`config.mk`:
```
export PLATFORM = sky130hd
export DESIGN_NAME = divisor_sequencial
export DESIGN_NICKNAME = d
export VERILOG_FILES = /design/src/rtl/divisor_sequencial.sv
export SDC_FILE = /design/constraint.sdc
export NUM_CORES = 1
export LEC_CHECK = 0
export CAP_MARGIN = 10
export CORE_AREA = 5 5 117 119
export DETAILED_ROUTE_END_ITERATION = 6
export DIE_AREA = 0 0 122 124
export PLACE_DENSITY = 0.8
export SYNTH_ARGS = -nofsm -noshare
export SYNTH_HDL_FRONTEND = slang
export SYNTH_SLANG_ARGS = --single-unit
```
`constraint.sdc`:
```
create_clock -name clock -period 2.6 [get_ports clock]
set_input_delay 0.65 -clock clock [delete_from_list [all_inputs] [get_ports clock]]
set_output_delay 0.65 -clock clock [all_outputs]
set_load 0.01 [all_outputs]
```
`src/rtl/divisor_sequencial.sv`:
```
// Sequential unsigned restoring divider (DW/VW), one quotient bit per clock.
// Same start/Idle/Done handshake as the shift-add multiplier.
module divisor_sequencial #(
  parameter int DW = 32,
  parameter int VW = 16
) (
  input  logic          clock,
  input  logic          rst,
  input  logic          start,
  input  logic [DW-1:0] dividendo,
  input  logic [VW-1:0] divisor,
  output logic          Idle,
  output logic          Done,
  output logic [DW-1:0] quociente,
  output logic [VW-1:0] resto,
  output logic          div_zero
);

  localparam int CW = $clog2(DW + 1);

  typedef enum logic [1:0] {IDLE, CALC, DONE} state_t;

  state_t        state;
  logic [DW-1:0] q;
  logic [VW-1:0] r;
  logic [VW-1:0] d;
  logic [CW-1:0] cnt;

  logic [VW:0]   t;
  logic          ge;
  logic [VW-1:0] diff;
  logic [VW-1:0] rnext;
  logic [DW-1:0] qnext;

  // The stored remainder is always < D, so its extra bit is implicit zero;
  // only the shifted trial value needs VW+1 bits, and T-D always fits VW bits.
  always_comb begin
    t     = {r, q[DW-1]};
    ge    = (t >= {1'b0, d});
    diff  = t[VW-1:0] - d;
    rnext = ge ? diff : t[VW-1:0];
    qnext = {q[DW-2:0], ge};
  end

  always_ff @(posedge clock) begin
    if (!rst) begin
      state     <= IDLE;
      Idle      <= 1'b1;
      Done      <= 1'b0;
      quociente <= '0;
      resto     <= '0;
      div_zero  <= 1'b0;
      q         <= '0;
      r         <= '0;
      d         <= '0;
      cnt       <= '0;
    end else begin
      case (state)
        IDLE: begin
          if (start) begin
            q    <= dividendo;
            d    <= divisor;
            r    <= '0;
            Idle <= 1'b0;
            if (divisor != '0) begin
              cnt   <= CW'(DW);
              state <= CALC;
            end else begin
              quociente <= '1;
              resto     <= dividendo[VW-1:0];
              div_zero  <= 1'b1;
              Done      <= 1'b1;
              state     <= DONE;
            end
          end
        end
        CALC: begin
          q   <= qnext;
          r   <= rnext;
          cnt <= cnt - CW'(1);
          if (cnt == CW'(1)) begin
            quociente <= qnext;
            resto     <= rnext;
            div_zero  <= 1'b0;
            Done      <= 1'b1;
            state     <= DONE;
          end
        end
        DONE: begin
          Done  <= 1'b0;
          Idle  <= 1'b1;
          state <= IDLE;
        end
        default: begin
          Done  <= 1'b0;
          Idle  <= 1'b1;
          state <= IDLE;
        end
      endcase
    end
  end

endmodule

```
== Word level (Yosys, flattened, before mapping) ==
Cells that the tools add are included.

* Output and inout port bits: 51
* Register bits after elaboration: 123
* Input bits: 51
* Word-level logic and storage cells: 58

* Add/sub/neg operators: 2
* Bitwise operators: 1
* $lt $le $gt $ge: 1
* Equal/unequal tests: 6
* Reduce and logical (&&, ||, !) cells: 10
* Muxes and demuxes: 28

{| class="wikitable"
|+ Operators with widths
! cell !! number
|-
| 32-bit 2-to-1 mux || 4
|-
| 32-bit one-hot mux with 2 select lines || 2
|-
| 16-bit 2-to-1 mux || 5
|-
| 16-bit one-hot mux with 2 select lines || 2
|-
| 17-bit by 16-bit greater-or-equal comparator with 1-bit output || 1
|-
| 16-bit nonzero test || 1
|-
| 16-bit subtractor || 1
|-
| 6-bit 2-to-1 mux || 2
|-
| 6-bit one-hot mux with 2 select lines || 1
|-
| 2-bit inequality test (second input constant) || 4
|-
| 2-bit AND reduction || 4
|-
| 6-bit by 1-bit equality test with 1-bit output (second input constant) || 1
|-
| 2-bit 2-to-1 mux || 3
|-
| 1-bit one-hot mux with 2 select lines || 3
|-
| 3-bit AND reduction || 2
|-
| 6-bit by 1-bit subtractor with 6-bit output (second input constant) || 1
|-
| 1-bit 2-to-1 mux || 5
|-
| 2-bit one-hot mux with 2 select lines || 1
|-
| 4-bit AND reduction || 1
|-
| 2-bit by 1-bit equality test with 1-bit output (second input constant) || 1
|-
| 2-bit zero test || 1
|-
| 2-bit nonzero test || 1
|-
| 1-bit inverter || 1
|}

== Depth between registers and ports, before layout ==
Gate-level depths: netlist of run 1.

* Word-level depth: 4
* Gate-level depth with buffers: 11

== Worst setup path before layout of run 1 ==
No wires, ideal clock.

* Path type: register to register
* From: reg d[14]
* To: reg resto[3]
* Buffers on the path: 1
* Setup time: 136 ps
* Cell stages (with the launch flop): 11
* Data arrival time: 2202 ps
* Setup slack: 262 ps
* Data required time: 2464 ps
* Cells stage by stage: dfxtp_1 inv_1 ha_1 a21o_1 a211o_1 a311oi_2 and3_4 buf_12 nor4_1 o311ai_1 o211ai_1

* Cells in the longest elaborated chain, start to end: 4

{| class="wikitable"
|+ Ends and longest elaborated chain
! item !! RTL line !! text
|-
| from (decl) || 26 || <nowiki>logic [VW-1:0] d;</nowiki>
|-
| from (signal assigned) || 62 || <nowiki>d <= divisor;</nowiki>
|-
| 17-bit by 16-bit greater-or-equal comparator with 1-bit output || 39 || <nowiki>ge = (t >= {1'b0, d});</nowiki>
|-
| 16-bit 2-to-1 mux || 41 || <nowiki>rnext = ge ? diff : t[VW-1:0];</nowiki>
|-
| 16-bit 2-to-1 mux || 81 || <nowiki>if (cnt == CW'(1)) begin</nowiki>
|-
| 16-bit one-hot mux with 2 select lines || 58 || <nowiki>case (state)</nowiki>
|-
| to (signal assigned) || 70 || <nowiki>resto <= dividendo[VW-1:0];</nowiki>
|-
| to (signal assigned) || 83 || <nowiki>resto <= rnext;</nowiki>
|-
| to (decl) || 15 || <nowiki>output logic [VW-1:0] resto,</nowiki>
|}

No other way between the ends. The select of a mux whose other input is x is not followed.
A chain may end at the register's enable or synchronous reset.

== Final worst setup path of run 1 ==
* From: reg r[9]
* To: reg r[11]

* Cells in the longest elaborated chain, start to end: 3
* Elaborated cells between the ends (all ways): 4
* Those cells by class: add/sub (1); order compare (1); mux (2)

{| class="wikitable"
|+ Ends and longest elaborated chain
! item !! RTL line !! text
|-
| from (decl) || 25 || <nowiki>logic [VW-1:0] r;</nowiki>
|-
| from (signal assigned) || 79 || <nowiki>r <= rnext;</nowiki>
|-
| 16-bit subtractor or 17-bit by 16-bit greater-or-equal comparator with 1-bit output (tied branches) || 40, 39 ||
|-
| 16-bit 2-to-1 mux (*) || 41 ||
|-
| 16-bit one-hot mux with 2 select lines (*) || 58 ||
|}

Mark *: on every way between the ends. The rest lies on a longest branch, timed or not.

==> metrics, run 1 <==
sequential share of power=around 30%; leakage=0.00334 µW; number of synthesized flops with an enable pin=0; Avg Synthesized Cell Area=8.03 µm²; Max Cap Viol=0; Cell Pwr Density=878 nW/µm²; Pins Over Slew Limit=0; most frequent cells in the layout=123 x dfxtp_1, 107 x nand2_1, 100 x clkdlybuf4s50_1; Layout area overhead=36.2%; Core Rows=41; fin crit share=97.5%; Crit path arrival time=slightly below 3 ns; power share of the clock group=33.5%; global-route usage over all layers=roughly a quarter; vias in the first global route=5791; CP Class=flop to flop; Req. time, crit path=2.96 ns; initial DRC count=554; Worst Skew=~0.010 ns; DR vias=6091; Vert. Die Dim=between 100 and 150 µm; Mapped Area=slightly above 6000 µm²; Placer Congestion=around 0.98; Net Count, Synth=832; CTS hold repair buffers=0; status=finished, final reports clean; hold path depth=2; Sw Ratio=34.4%; die footprint=15100 µm²; R2R Path End=r[11]; Tot Pwr=7310 µW; hold path start=d[10]; CTS Buffer Depth=2; min cycle time layout=2.54 ns; reg-to-reg startpoint=r[9]; worst vdd ir=0.487 mV; Synth async-reset ratio=0%; CTS sink cnt=123; Post-Synthesis Cells=762; WHS=0.461 ns; DP HPWL=roughly 12000 µm; Achievable Freq=394 MHz; NetSw=2510 µW; sequential area share after synthesis=40.3%; worst-case reg-to-reg path depth=8; number of H-tree levels=4; die width=122 µm; Critical Path End Type=flop; global route overflow=0; Int Pwr=about 4800 µW; Routed Antenna Nets=0; Setup TNS=0 ns; Ant. Diodes=0; Final Hold Fails=0; setup slack, reg-to-reg=0.06 ns; clk slew on worst S/H paths=0.06 ns; layout cells sized above 1=~14%; Synth Register Bits=123; critical path launch point type=flop; Final nets=between 900 and 1000; first-pass GRT wire length=28300 µm; IO Port Bufs=roughly 100; most common cell after layout, fill and taps aside=dfxtp_1; Slew @ Worst Pin=around 0.5 ns; Synth Warn #=0; Routed WL=17800 µm; CTS root buf=clkbuf_16; # DRC=0; initial cell density of the core=49.1%; Primary FF master, synth=dfxtp_1; Finish-stage setup viols=0; IO Count=102; insertion delay to the later sink of the worst-skew pair=0.42 ns; Rel. slew slack=between 60% and 70%; hold path endpoint=d[10]; post-DR vias/cell=roughly 5.7; Inserted Clock Buffers=17; Area after DPL=~7600 µm²; CTS tree=yes; wire per inst=16.5 µm; design area=~8300 µm²; pin count of the biggest net entering global routing=43; Min-Delay Path Class=flop to flop; Netlist cell types=66; combinational share of power=between 30 and 40%; core area=~12000 µm²; antenna violations before repair=0; First-pass DRT Iterations=5; Crit Path Max Fanout=6
state kept, by name (all words and copies together) (netlist names), 2 cells and up:
name       cells
r             16
resto         16
state          2
d             16
cnt            6
quociente     32
q             32
area by class of cell:
type / count / area, µm²
inverter: 26 / 97.6
fill: 998 / 4140
sequential: 123 / 2460
multi-input combinational: 562 / 3480
clock inverter: 12 / 161
clock buffer: 20 / 457
tap: 172 / 215
timing repair buffer: 160 / 1460
synthesized netlist by cell type, types with 2 or more instances:
library cell	number	share of area, %
a211o_1	2	0.29
a211oi_1	3	0.37
a21boi_0	36	4.4
a21o_1	8	0.98
a21oi_1	29	2.4
a221oi_1	2	0.29
a22oi_1	19	2.3
a31oi_1	5	0.51
a41oi_1	2	0.29
and2_1	7	0.72
buf_1	6	0.37
buf_2	3	0.25
buf_4	2	0.25
clkbuf_1	40	2.5
dfxtp_1	123	40
ha_1	18	3.7
inv_1	26	1.6
mux2i_1	4	0.65
nand2_1	109	6.7
nand2b_1	9	0.92
nand3_1	34	2.8
nand4_1	7	0.72
nor2_1	63	3.9
nor2b_1	5	0.51
nor3_1	35	2.9
nor3_2	2	0.33
nor3b_1	2	0.25
nor4_1	5	0.51
nor4b_1	2	0.29
o211a_1	15	2.5
o211ai_1	5	0.61
o21a_1	9	1.1
o21ai_0	76	6.2
o21bai_1	2	0.25
o221a_2	2	0.37
o22ai_1	2	0.20
o31ai_1	2	0.25
or3_1	3	0.31
xnor2_1	7	1.0
xor2_1	5	0.72
cell families (layout without fill, tap and decap cells):
kind of cell               after synthesis  in the layout  synth area share [%]
and+or+nand+nor                        293            294                  22.4
buffers and inverters                   78            218                  5.24
muxes                                    4              4                 0.655
xor gates and xnor gates                12             12                  1.72
AOI/OAI and AO/OA                      233            233                  25.7
DFF                                    123            123                  40.3
adders and majority gates               19             19                  4.01
through the flow:
stage	std cells	util [%]	worst slack, ns
final	1075	66.8	0.0647
after global routing	1075	66.8	-0.0367
after CTS	1072	65.7	0.0446
after detailed placement	1040	60.7	-0.105
after global placement	1040	60.7	-0.111
after floorplan	762	-	0.262
power groups by stage:
| stage | clock (µW) | combinational [µW] | sequential (µW) |
|---|---|---|---|
| 2_1_floorplan | 0 | 1730 | 2180 |
| 3_3_place_gp | 0 | 2370 | 2200 |
| 3_5_place_dp | 0 | 2400 | 2200 |
| 4_1_cts | 2470 | 2410 | 2160 |
| 5_1_grt | 2560 | 2930 | 2180 |
| 6_report | 2450 | 2690 | 2170 |
worst max-delay path by stage:
stage | depth (start not counted) | start | slack (ns) | to
final | 8 | r[9] | 0.06 | r[11]
after detailed placement | 10 | divisor[10] | -0.10 | resto[8]
after floorplan | 10 | d[14] | 0.26 | resto[3]
after CTS | 12 | q[31] | 0.04 | resto[14]
after global routing | 10 | d[6] | -0.04 | r[11]
after global placement | 10 | divisor[10] | -0.11 | resto[8]
routing by layer:
layer,global-route usage (%),share of wire (%),vias to the layer above
li1,-,-,2965
met1,31.2,43,2851
met2,38.2,48,237
met3,4.95,6.9,38
met4,8.33,2.3,0
met5,0,0,-
what timing repair did:
action,in CTS,in global routing
cloned,0,1
pin swaps,0,9
setup buffers,0,2
gates resized for setup,1,28
endpoints found under the setup margin,1,10
hold endpoints to repair,0,0
worst max-delay path: stages, from the launching register on:
cell and delay (ns):
dfxtp_1 0.35, ha_1 0.44, nand2_2 0.16, nor3_1 0.28
o21ai_2 0.14, and3_2 0.27, or4b_4 0.55, a21oi_1 0.18
o21a_1 0.12
No activity file was read; power rests on OpenSTA's default activity.
==> inputs of run 2 (changes only) <==
ABC_CLOCK_PERIOD_IN_PS = 2600   (was not set)
CORE_AREA = 2 2 114 116   (was 5 5 117 119)
CTS_BUF_LIST = sky130_fd_sc_hd__clkbuf_16   (was not set)
DIE_AREA = 0 0 116 118   (was 0 0 122 124)
==> run 2 against run 1 <==
Compared with the run above: power shrank 3.5%; clock power fell by 7%; clock-buffer cell count fell by 3; critical endpoint is now resto[11]; highest routed layer unchanged.
==> metrics, run 2 (synthesized netlist as in run 1, its figures left out) <==
First-pass DRT Iterations=5; design area=around 8200 µm²; Max Cap Viol=0; Crit path arrival time=approximately 2.9 ns; hold path start=d[3]; first-pass GRT wire length=28400 µm; Routed WL=17900 µm; Slew @ Worst Pin=0.559 ns; setup slack, reg-to-reg=between 0.1 and 0.15 ns; core area=between 10000 and 15000 µm²; most common cell after layout, fill and taps aside=dfxtp_1; Critical Path End Type=flop; leakage=approximately 0.0033 µW; antenna violations before repair=0; Pins Over Slew Limit=0; Reg area=around 2500 µm²; CTS sink cnt=123; Inserted Clock Buffers=17; fin crit share=96.1%; Placer Congestion=between 0.8 and 0.9; die width=116 µm; Req. time, crit path=between 2 and 3 ns; biggest registers after layout=q: 32 flops, quociente: 32 flops; Tot Pwr=~7100 µW; DP HPWL=about 12000 µm; Final Util=66.4%; min cycle time layout=between 2 and 2.5 ns; Core Rows=41; initial cell density of the core=49.3%; vias in the first global route=between 5000 and 6000; reg-to-reg startpoint=d[7]; Finish-stage setup viols=0; global-route usage over all layers=26.2%; area of the multi-input gates=3450 µm²; clk slew on worst S/H paths=0.06 ns; CP Class=flop to flop; pin count of the biggest net entering global routing=75; Final Hold Fails=0; layout cells sized above 1=12.8%; Cell Pwr Density=856 nW/µm²; Ant. Diodes=0; number of H-tree levels=4; post-DR vias/cell=~5.7; Final nets=952; # DRC=0; Achievable Freq=400 MHz; most frequent cells in the layout=123 x dfxtp_1, 106 x nand2_1, 100 x clkdlybuf4s50_1; insertion delay to the later sink of the worst-skew pair=0.42 ns; global route overflow=0; die footprint=13700 µm²; CTS root buf=clkbuf_16; Fill cells=around 1000; IO Port Bufs=101; CTS Buffer Depth=2; Area after DPL=7570 µm²; Min-Delay Path Class=flop to flop; Rel. slew slack=62.7%; IO Count=102; initial DRC count=around 560; status=finished, final reports clean; Vert. Die Dim=118 µm; worst vdd ir=around 0.5 mV; Crit Path Max Fanout=5; Worst Setup SP=d[7]; DR vias=6116; CTS tree=yes; wire per inst=16.7 µm; Routed Antenna Nets=0; Worst Skew=between 0.007 and 0.008 ns; Layout area overhead=34.9%; critical path launch point type=flop
==> run 2: cell types whose count changed in the layout (fill, tap and decap cells not counted), sizes merged <==
cell,previous run,this run
clkbuf,20,17
buf,60,52
bufinv,3,2
clkinvlp,3,4
inv,28,31
==> run 2: timing repair <==
action | CTS | global route
buffers inserted | 0 | 1
hold buffers | 0 | 0
endpoints found under the setup margin | 0 | 22
resized for setup | 0 | 26
==> run 2: worst paths after layout <==
| path | endpoint | cells past startpoint |
|---|---|---|
| worst max-delay path | resto[11] | 9 |
| worst min register to register | d[3] | 2 |
| worst max register to register | resto[11] | 9 |
| worst min-delay path | d[3] | 2 |
==> run 2: cell type report <==
| type | count | share of cell area (%) |
|---|---|---|
| clock inverters | 15 | 1.80 |
| repair buffers | 152 | 17.6 |
| well taps | 172 | 2.61 |
| clock buffers | 17 | 5.16 |
| inverters | 26 | 1.18 |
| multi-input cells | 562 | 41.8 |
| flip-flops and latches | 123 | 29.8 |
==> run 2: per-layer routing <==
| layer | global-route usage (%) | routed length, µm | part of all wire [%] |
|---|---|---|---|
| met1 | 34.4 | 7600 | 43 |
| met4 | 11.2 | 557 | 3.1 |
| met3 | 4.17 | 1320 | 7.4 |
| met2 | 42.5 | 8390 | 47 |
| met5 | 0 | 0 | 0 |
==> run 2: power breakdown <==
part           internal [µW]  switching (µW)
sequential              2040             132
combinational           1100            1500
clock                   1400             888
total                   4540            2510
==> run 2: through the flow <==
stage / setup TNS [ns] / setup slack (ns) / instances / hold slack (ns)
final: 0 / 0.102 / 1067 / 0.460
after global routing: -0.0693 / -0.0325 / 1067 / 0.489
after CTS: 0 / 0.00917 / 1065 / 0.465
after detailed placement: -0.497 / -0.0991 / 1033 / 0.457
after global placement: -0.799 / -0.138 / 1033 / 0.450
after floorplan: 0 / 0.262 / 762 / 0.443
==> run 2: worst max-delay path, cell delays in order, from the launching register on <==
cell and delay [ns]:
dfxtp_1 0.33, inv_1 0.05, ha_2 0.40, nand4_4 0.18
nor3_2 0.21, a311oi_2 0.17, and3_2 0.25, or4b_4 0.55
a21oi_1 0.18, o21a_1 0.12
